$ cat src/rtl/bit_pack.sv
// rtl/bit_pack.sv - MSB-first serial-to-parallel packer with flush and a 2-entry output FIFO
module bit_pack #(
    parameter int W = 16
) (
    input  logic         i_clk,
    input  logic         i_rst,
    input  logic         i_din,
    input  logic         i_vld,
    input  logic         i_flush,
    input  logic         i_rdy,
    output logic [W-1:0] o_dout,
    output logic         o_vld,
    output logic         o_part,
    output logic         o_ovf
);

    localparam int CW = (W > 2) ? $clog2(W) : 1;
    localparam logic [CW-1:0] LAST = CW'(W - 1);

    logic [CW-1:0] cnt_q, cnt_d;
    logic [W-1:0]  sr_q, sr_d;
    logic [W-1:0]  e0_q, e0_d, e1_q, e1_d;
    logic          p0_q, p0_d, p1_q, p1_d;
    logic [1:0]    fcnt_q, fcnt_d;
    logic          ovf_q, ovf_d;

    logic [CW-1:0] idx;
    logic [W-1:0]  word;
    logic          full_bit;
    logic          push;
    logic          push_part;
    logic          pop;

    // Bits are written straight into their final position, so unfilled LSBs stay zero.
    always_comb begin
        idx  = LAST - cnt_q;
        word = sr_q;
        if (i_vld) begin
            word[idx] = i_din;
        end
        full_bit  = i_vld && (cnt_q == LAST);
        push      = full_bit || (i_flush && (i_vld || (cnt_q != '0)));
        push_part = !full_bit;

        cnt_d = cnt_q;
        sr_d  = sr_q;
        if (push) begin
            cnt_d = '0;
            sr_d  = '0;
        end else if (i_vld) begin
            cnt_d = cnt_q + 1'b1;
            sr_d  = word;
        end
    end

    // Head is always entry 0; a pop shifts entry 1 forward before any push is placed.
    always_comb begin
        pop    = (fcnt_q != 2'd0) && i_rdy;
        e0_d   = e0_q;
        e1_d   = e1_q;
        p0_d   = p0_q;
        p1_d   = p1_q;
        fcnt_d = fcnt_q;
        ovf_d  = ovf_q;

        if (pop) begin
            e0_d   = e1_q;
            p0_d   = p1_q;
            e1_d   = '0;
            p1_d   = 1'b0;
            fcnt_d = fcnt_q - 2'd1;
        end

        if (push) begin
            case (fcnt_d)
                2'd0: begin
                    e0_d   = word;
                    p0_d   = push_part;
                    fcnt_d = 2'd1;
                end
                2'd1: begin
                    e1_d   = word;
                    p1_d   = push_part;
                    fcnt_d = 2'd2;
                end
                default: begin
                    ovf_d = 1'b1;
                end
            endcase
        end
    end

    always_ff @(posedge i_clk) begin
        if (i_rst) begin
            cnt_q  <= '0;
            sr_q   <= '0;
            e0_q   <= '0;
            e1_q   <= '0;
            p0_q   <= 1'b0;
            p1_q   <= 1'b0;
            fcnt_q <= 2'd0;
            ovf_q  <= 1'b0;
        end else begin
            cnt_q  <= cnt_d;
            sr_q   <= sr_d;
            e0_q   <= e0_d;
            e1_q   <= e1_d;
            p0_q   <= p0_d;
            p1_q   <= p1_d;
            fcnt_q <= fcnt_d;
            ovf_q  <= ovf_d;
        end
    end

    assign o_dout = e0_q;
    assign o_part = p0_q;
    assign o_vld  = (fcnt_q != 2'd0);
    assign o_ovf  = ovf_q;

endmodule

$ cat config.mk
export PLATFORM = sky130hd
export DESIGN_NAME = bit_pack
export DESIGN_NICKNAME = d
export VERILOG_FILES = /design/src/rtl/bit_pack.sv
export SDC_FILE = /design/constraint.sdc
export NUM_CORES = 1
export LEC_CHECK = 0
export BUFFER_PORTS_ARGS = -buffer_cell sky130_fd_sc_hd__buf_2
export CAP_MARGIN = 20
export CORE_ASPECT_RATIO = 1.1
export CORE_MARGIN = 2
export CORE_UTILIZATION = 35
export DETAILED_ROUTE_END_ITERATION = 8
export PLACE_DENSITY = 0.63
export SLEW_MARGIN = 10
export SYNTH_ARGS = -nofsm -noshare
export SYNTH_HDL_FRONTEND = slang
export SYNTH_SLANG_ARGS = --single-unit
$ cat constraint.sdc
create_clock -name i_clk -period 7.35 [get_ports i_clk]
set_clock_uncertainty 0.15 [all_clocks]
set_input_delay 1.47 -clock i_clk [delete_from_list [all_inputs] [get_ports i_clk]]
set_output_delay 1.47 -clock i_clk [all_outputs]
set_load 0.05 [all_outputs]
After elaboration in Yosys (flattened, before gate mapping)
Cells that the tools add are included.
- eq/ne operators: 2
- order comparisons: 2
- muxes and demuxes: 19
- add/sub/neg operators: 3
- reductions and logical operators: 13
- bitwise operators: 1
- operators by type and width (operator ; count):
    $mux 16 ; 7
    $bwmux 16 ; 1
    $mux 1 ; 7
    $lt 4x5->1 const B ; 1
    $add 4x1->4 const B ; 1
    $demux 1 s4 ; 1
    $eq 4x4->1 const B ; 1
    $ge 4x1->1 const B ; 1
    $logic_and 1x1->1 ; 4
    $mux 2 ; 2
    $pmux 2 s2 ; 1
    $reduce_bool 4->1 ; 1
    $reduce_or 2->1 ; 2
    $sub 4x4->4 const A ; 1
    $eq 2x1->1 const B ; 1
    $logic_not 2->1 ; 1
    $logic_or 1x1->1 ; 2
    $reduce_and 2->1 ; 1
    $reduce_bool 2->1 ; 1
    $sub 2x1->2 const B ; 1
    $logic_not 1->1 ; 1
    $not 1->1 ; 1
- input bits: 6
- logic and storage cells: 48
- output and inout bits: 19
- flip-flop bits (word level): 57

Depth between registers and ports, before layout
Gate-level depths: netlist (run 1).
- word-level depth: 9
- mapped depth: 12
- gate-level depth less buffers: 9

Least setup slack after synthesis (run 1)
OpenSTA, ideal clock, no wires.
- kind: input-to-reg
- start point: input i_rdy
- end point: register e0_q[13] (netlist: o_dout[13])
- data required time: 7.114 ns
- buffers on the path: 4
- setup time: 0.086 ns
- path slack: 3.693 ns
- stages on the path: 9
- arrival time: 3.421 ns
- path through: nand2b_1 > clkbuf_1 > buf_2 > a21oi_1 > ha_1 > o2111ai_1 > buf_4 > buf_2 > a211oi_1
- word-level cells in the longest chain between the ends: 5
- ends and longest elaborated chain (element ; line ; RTL):
    from (decl) ; 10 ; input logic i_rdy,
    $logic_and 1x1->1 (*) ; 58 ; pop = (fcnt_q != 2'd0) && i_rdy;
    $mux 2 ; 66 ; if (pop) begin
    $logic_not 2->1 ; 75 ; case (fcnt_d)
    $mux 16 ; 75 ;
    $mux 16 (*) ; 74 ; if (push) begin
    to (signal assigned) ; 97 ; e0_q <= '0;
    to (signal assigned) ; 106 ; e0_q <= e0_d;
    to (decl) ; 22 ; logic [W-1:0] e0_q, e0_d, e1_q, e1_d;
Mark *: on every way between the ends. The rest lies on a longest branch, timed or not.
A chain may end at the register's enable or synchronous reset.

Worst setup path after layout (run 1)
- start point: input i_rdy
- end point: register e1_q[5]
- word-level cells in the longest chain between the ends: 5
- ends and longest elaborated chain (element ; line ; RTL):
    $logic_and 1x1->1 (*) ; 58 ;
    $mux 2 ; 66 ;
    $eq 2x1->1 ; 75 ;
    $mux 16 ; 75 ;
    $mux 16 (*) ; 74 ;
    to (signal assigned) ; 98 ; e1_q <= '0;
    to (signal assigned) ; 107 ; e1_q <= e1_d;
    to (decl) ; 22 ;
Marked as above.

==> impl_metrics.toml, run 1 <==
[run_status]
status = "completed"

[synth]
synth_top_family_by_area = "multiplexers"
synthSimpleGateAreaFrac = 0.191
syn_nets = 289
ys_seq_area_frac = 0.418
synthCells = 273
syn_area_um2 = 2730
synth_cell_types = 34
synth_seq_cells = 57
muxShareOfSynthArea = 0.209
ys_warn_count = 0
synth_fa_ha_area_frac = 0.0458
synth-compound-area-share = 0.0761
avgSynthCellArea_um2 = 10.0
synth-xor-area-share = 0.0128

[route]
drc = 0
first_pass_iters = 4
viasPerCell = 4.97
postRouteAntennaNets = 0
post_drt_wl_per_cell_um = 13.3
vias = 1964
drt_iter0_markers = 124
wl_um = 5270

[power_and_ir_drop]
power.density_nw_per_um2 = 315
combPwrFrac = 0.348
power.internal_w = 0.000607
p_seq_frac = 0.367
peakVddDrop_mv = 0.105
swShare = 0.374
power_switching_w = 0.000362
p_total_w = 0.000969
power_leakage_nw = 1.33
p_clk_frac = 0.285

[layout]
final_layout_size_suffix_gt1_frac = 0.241
n_antenna_cell = 0
layout.nets = 303
fillerInstances = 759
synthToLayoutAreaGrowth_pct = 12.5
final_core_util = 0.409

[sta]
finalHoldViolations = 0
final.min_clock_period_ns = 4.11
worst_slack_ns = 3.24
worst_pin_slew_ns = 0.963
drv_slew = 0
fin_tns_setup_ns = 0
fin_crit_sh = 0.559
timing.slew.headroom = 0.358
setup_viol = 0
rsz0062_at_grt = "false"
max_freq_ghz = 0.243

[critical_path]
crit_required_ns = 7.46
crit_arrival_ns = 4.22
start_kind = "input port"
path_class = "input port to flip-flop"
cp-end-kind = "flip-flop"
worstPathMaxFanout = 37
r2r_cells = 8

[clock_network]
clock_path_buffers = 2
ctsResizeCount = 0
htree_num_levels = 3
cts-hold-fix-buffers = 0
cts_tree = "done"
numCtsBuffers = 9
clk_pin_slew_ns = 0.06
clk-insertion-delay-late_ns = 0.33
clock_sinks = 57
postCtsSetupRepairBufs = 0
cts_root_buffer = "clkbuf_8"

[grt]
grt_pass1_vias = 2024
grt_usage = 0.140
antenna_found_initial = 0
grt_overflow = 0
grt_pass1_wl_um = 9490
grt_start_max_net_pins = 40

[floorplan]
rows = 33
initial_core_util = 0.363
die_area_um2 = 8520
die_w_um = 88.2
io_pins = 25
die_h_um = 96.6
core_area_um2 = 7510

[place]
post-place-ws_ns = 2.83
gp_congestion = 0.690
hpwl_um = 3280
io_buffers = 24

[flow_run]
max_cap_violations = 0

[min_path]
holdPathStages = 2
hold_class = "flip-flop to flip-flop"
-- power groups by stage --
stage	Combinational [W]	Clock, W	Sequential [W]
2_1_floorplan	0.000197	0	0.000441
3_3_place_gp	0.000340	0	0.000362
3_5_place_dp	0.000341	0	0.000363
4_1_cts	0.000343	0.000285	0.000356
5_1_grt	0.000375	0.000302	0.000360
6_report	0.000337	0.000276	0.000356
-- through the flow --
step / hold WS [ns] / cells / area (um^2)
6_report: 0.314 / 395 / 3070
2_1_floorplan: 0.317 / 273 / 2730
3_3_place_gp: 0.293 / 381 / 2890
3_5_place_dp: 0.304 / 381 / 2890
4_1_cts: 0.322 / 395 / 3070
5_1_grt: 0.372 / 395 / 3070
-- Yosys cell counts --
| cell | instances | share of area |
|---|---|---|
| a211o_1 | 1 | 0.0032 |
| a211oi_1 | 17 | 0.047 |
| a21oi_1 | 2 | 0.0037 |
| a221oi_1 | 1 | 0.0032 |
| a31o_2 | 1 | 0.0032 |
| a32oi_1 | 1 | 0.0032 |
| and3_1 | 6 | 0.014 |
| and4_1 | 1 | 0.0032 |
| buf_2 | 6 | 0.011 |
| buf_4 | 1 | 0.0028 |
| buf_6 | 2 | 0.0082 |
| clkbuf_1 | 13 | 0.018 |
| dfxtp_1 | 57 | 0.42 |
| ha_1 | 10 | 0.046 |
| inv_1 | 6 | 0.0082 |
| mux2_2 | 7 | 0.029 |
| mux2_4 | 10 | 0.055 |
| mux2i_1 | 34 | 0.12 |
| nand2_1 | 18 | 0.025 |
| nand2b_1 | 2 | 0.0046 |
| nand4_1 | 4 | 0.0092 |
| nand4b_1 | 8 | 0.026 |
| nor2_1 | 32 | 0.044 |
| nor2_2 | 10 | 0.023 |
| nor2b_1 | 9 | 0.021 |
| nor4bb_1 | 4 | 0.015 |
| o2111a_1 | 1 | 0.0041 |
| o2111ai_1 | 1 | 0.0032 |
| o21a_1 | 1 | 0.0028 |
| o31ai_1 | 1 | 0.0028 |
| or2_1 | 1 | 0.0023 |
| or4b_4 | 1 | 0.0050 |
| xnor2_1 | 2 | 0.0064 |
| xor2_1 | 2 | 0.0064 |
-- flip-flops by register name, indices dropped and copies added (netlist names) --
signal,cells
e1_q,16
o_dout,16
sr_q,16
cnt_q,4
fcnt_q,2
o_ovf,1
o_part,1
p1_q,1
-- kinds of logic (layout without fill, tap and decap cells) --
family	count (synthesis)	count (layout)
adder cells (fa/ha/maj)	10	10
AND/OR/NAND/NOR	96	96
XOR/XNOR	4	4
flip-flops	57	57
buffers and inverters	28	45
multiplexers	51	51
AO/OA/AOI/OAI	27	27
-- worst max-delay path, stage by stage --
cell and delay, ns:
buf_2 0.10, nand2b_2 0.62, nor2_1 0.07, a21oi_1 0.37, ha_1 0.23, o2111a_1 0.84, mux2_2 0.41, nor2_1 0.09
-- layout by cell type, fill, tap and decap left out, types with 2 or more instances in the layout --
cell type | netlist | routed
buf_2 | 6 | 24
nand4_1 | 4 | 4
inv_1 | 6 | 6
mux2i_1 | 34 | 34
nor2_1 | 32 | 32
ha_1 | 10 | 10
xnor2_1 | 2 | 2
xor2_1 | 2 | 2
nand2_1 | 18 | 18
clkinv_2 | 0 | 3
clkbuf_8 | 0 | 10
mux2_4 | 10 | 10
nor2_2 | 10 | 10
a211oi_1 | 17 | 17
and3_1 | 6 | 6
nor2b_1 | 9 | 9
nor4bb_1 | 4 | 4
a21oi_1 | 2 | 2
dfxtp_1 | 57 | 57
mux2_2 | 7 | 7
nand4b_1 | 8 | 8
-- worst paths after layout --
| check | startpoint | endpoint | slack [ns] |
|---|---|---|---|
| worst max register to register | fcnt_q[0] | e1_q[5] | 3.77 |
| worst min-delay path | o_ovf | o_ovf | 0.31 |
| worst min register to register | o_ovf | o_ovf | 0.31 |
| worst max-delay path | i_rdy | e1_q[5] | 3.24 |
-- final cells by class --
cell class              instances  area (um^2)  share of cell area
clock buffers                  10          138              0.0448
clock inverters                 4         45.0              0.0147
inverters                       6         22.5             0.00733
multi-input cells             188         1470               0.477
flip-flops and latches         57         1140               0.371
well taps                     105          131              0.0428
repair buffers                 25          128              0.0415
-- metal layers --
metal	vias to the layer above	GRT usage	routed length, um
met5	-	0	0
met4	0	0.0594	81
met3	6	0.0452	163
met2	32	0.217	2540
met1	950	0.177	2480
li1	976	-	-
Power figures use the tool's default switching activity.
==> run 2, diff against run 1 <==
Clock period 7.35 ns to 4.2 ns, I/O delays scaled along.
==> run 2 against run 1 <==
Sequential power is 75% higher. Routed wire length is 6.1% higher. Register-to-register slack worse by 2.8 ns. Design area is 2.2% higher. Count of clock-buffer cells in the layout is 1 lower. Sequential share of layout area is 0.78 points lower. Critical path depth is 1 higher. Clock power is 110% higher. Largest cell class unchanged. Highest routed layer unchanged.
==> impl_metrics.toml, run 2 (same netlist as run 1, synthesis figures left out) <==
[run_status]
status = "completed"

[clock_network]
cts_tree = "done"
clock_sinks = 57
htree_num_levels = 3
cts_root_buffer = "clkbuf_8"
cts-hold-fix-buffers = 0
clock_path_buffers = 2
clk-insertion-delay-late_ns = 0.35
ctsResizeCount = 0
clk_pin_slew_ns = 0.07
postCtsSetupRepairBufs = 0
numCtsBuffers = 9

[floorplan]
die_w_um = 88.2
die_h_um = 96.6
io_pins = 25
rows = 33
initial_core_util = 0.363
core_area_um2 = 7510
die_area_um2 = 8520

[power_and_ir_drop]
p_seq_frac = 0.343
p_clk_frac = 0.321
power.density_nw_per_um2 = 580
power_leakage_nw = 1.36
power.internal_w = 0.00112
peakVddDrop_mv = 0.246
combPwrFrac = 0.336
power_switching_w = 0.000696
swShare = 0.382

[critical_path]
crit-reg2reg-launch = "fcnt_q[0]"
path_class = "flip-flop to flip-flop"
r2r_cells = 9
crit_arrival_ns = 3.37
crit_start = "fcnt_q[0]"
worstPathMaxFanout = 18
rrSetupSlack_ns = 0.97
start_kind = "flip-flop"
crit_required_ns = 4.34
cp-end-kind = "flip-flop"
r2r_end = "e1_q[8]"

[sta]
hold_slack_ns = 0.323
setup_viol = 0
drv_slew = 0
worst_pin_slew_ns = 0.718
timing.slew.headroom = 0.521
fin_tns_setup_ns = 0
finalHoldViolations = 0
fin_crit_sh = 0.770
final.min_clock_period_ns = 3.23
max_freq_ghz = 0.309
rsz0062_at_grt = "false"

[grt]
grt_overflow = 0
grt_pass1_vias = 1945
antenna_found_initial = 0
grt_pass1_wl_um = 9320
grt_start_max_net_pins = 40
grt_usage = 0.143

[layout]
final_common_cell = "dfxtp_1"
final_cell_mix = "dfxtp_1 (57), mux2i_1 (34), nor2_1 (32)"
synthToLayoutAreaGrowth_pct = 14.9
fin_area_um2 = 3140
final_layout_size_suffix_gt1_frac = 0.254
layout.nets = 306
n_antenna_cell = 0

[flow_run]
max_cap_violations = 0

[place]
gp_congestion = 0.713
io_buffers = 24
hpwl_um = 3520
place_area_um2 = 2910

[route]
drt_iter0_markers = 82
post_drt_wl_per_cell_um = 14.0
drc = 0
wl_um = 5590
vias = 1957
first_pass_iters = 4
viasPerCell = 4.89
postRouteAntennaNets = 0

[min_path]
hold_class = "flip-flop to flip-flop"
hold_start = "o_ovf"
min_to = "o_ovf"
holdPathStages = 2
## run 2: final cells by class
type / count / area, um^2
Timing Repair Buffer: 28 / 150
Clock inverter: 7 / 103
Tap cell: 105 / 131
Inverter: 6 / 22.5
Fill cell: 768 / 4380
Sequential cell: 57 / 1140
Clock buffer: 9 / 124
Multi-Input combinational cell: 188 / 1470
## run 2: power by group through the flow
stage	registers, W	logic (W)	clock network (W)
floorplan	0.000772	0.000345	0
global placement	0.000636	0.000601	0
detailed placement	0.000637	0.000610	0
CTS	0.000625	0.000614	0.000601
global route	0.000631	0.000667	0.000619
finish	0.000624	0.000611	0.000585
## run 2: how the worst max path moves through the flow
stage                  to  slack [ns]  cells after the start
2_1_floorplan  o_dout[13]        1.17                      9
3_3_place_gp     e1_q[10]        0.80                      9
3_5_place_dp      e1_q[7]        0.72                      9
4_1_cts           e1_q[6]        0.96                      9
5_1_grt        o_dout[10]        0.74                      8
6_report          e1_q[8]        0.97                      9
## run 2: worst max-delay path: stages (launching register included)
cell and delay, ns:
dfxtp_1 0.35, inv_1 0.05, ha_1 0.20, nand2b_2 0.43
a21oi_1 0.46, ha_1 0.22, o2111a_1 0.62, buf_4 0.30
mux2_4 0.31, nor2_2 0.07
## run 2: layer usage
| layer | track usage | wire length (um) | vias to the layer above | part of all wire |
|---|---|---|---|---|
| li1 | - | - | 989 | - |
| met1 | 0.182 | 2760 | 937 | 0.49 |
| met2 | 0.209 | 2520 | 22 | 0.45 |
| met3 | 0.0529 | 169 | 9 | 0.030 |
| met4 | 0.0746 | 140 | 0 | 0.025 |
| met5 | 0 | 0 | - | 0 |
## run 2: through the flow
| step | power [W] | cells | setup slack (ns) | utilization |
|---|---|---|---|---|
| finish | 0.00182 | 400 | 0.968 | 0.418 |
| global route | 0.00192 | 400 | 0.743 | 0.418 |
| CTS | 0.00184 | 400 | 0.957 | 0.418 |
| floorplan | 0.00112 | 273 | 1.17 | - |
| detailed placement | 0.00125 | 384 | 0.722 | 0.387 |
| global placement | 0.00124 | 384 | 0.799 | 0.387 |
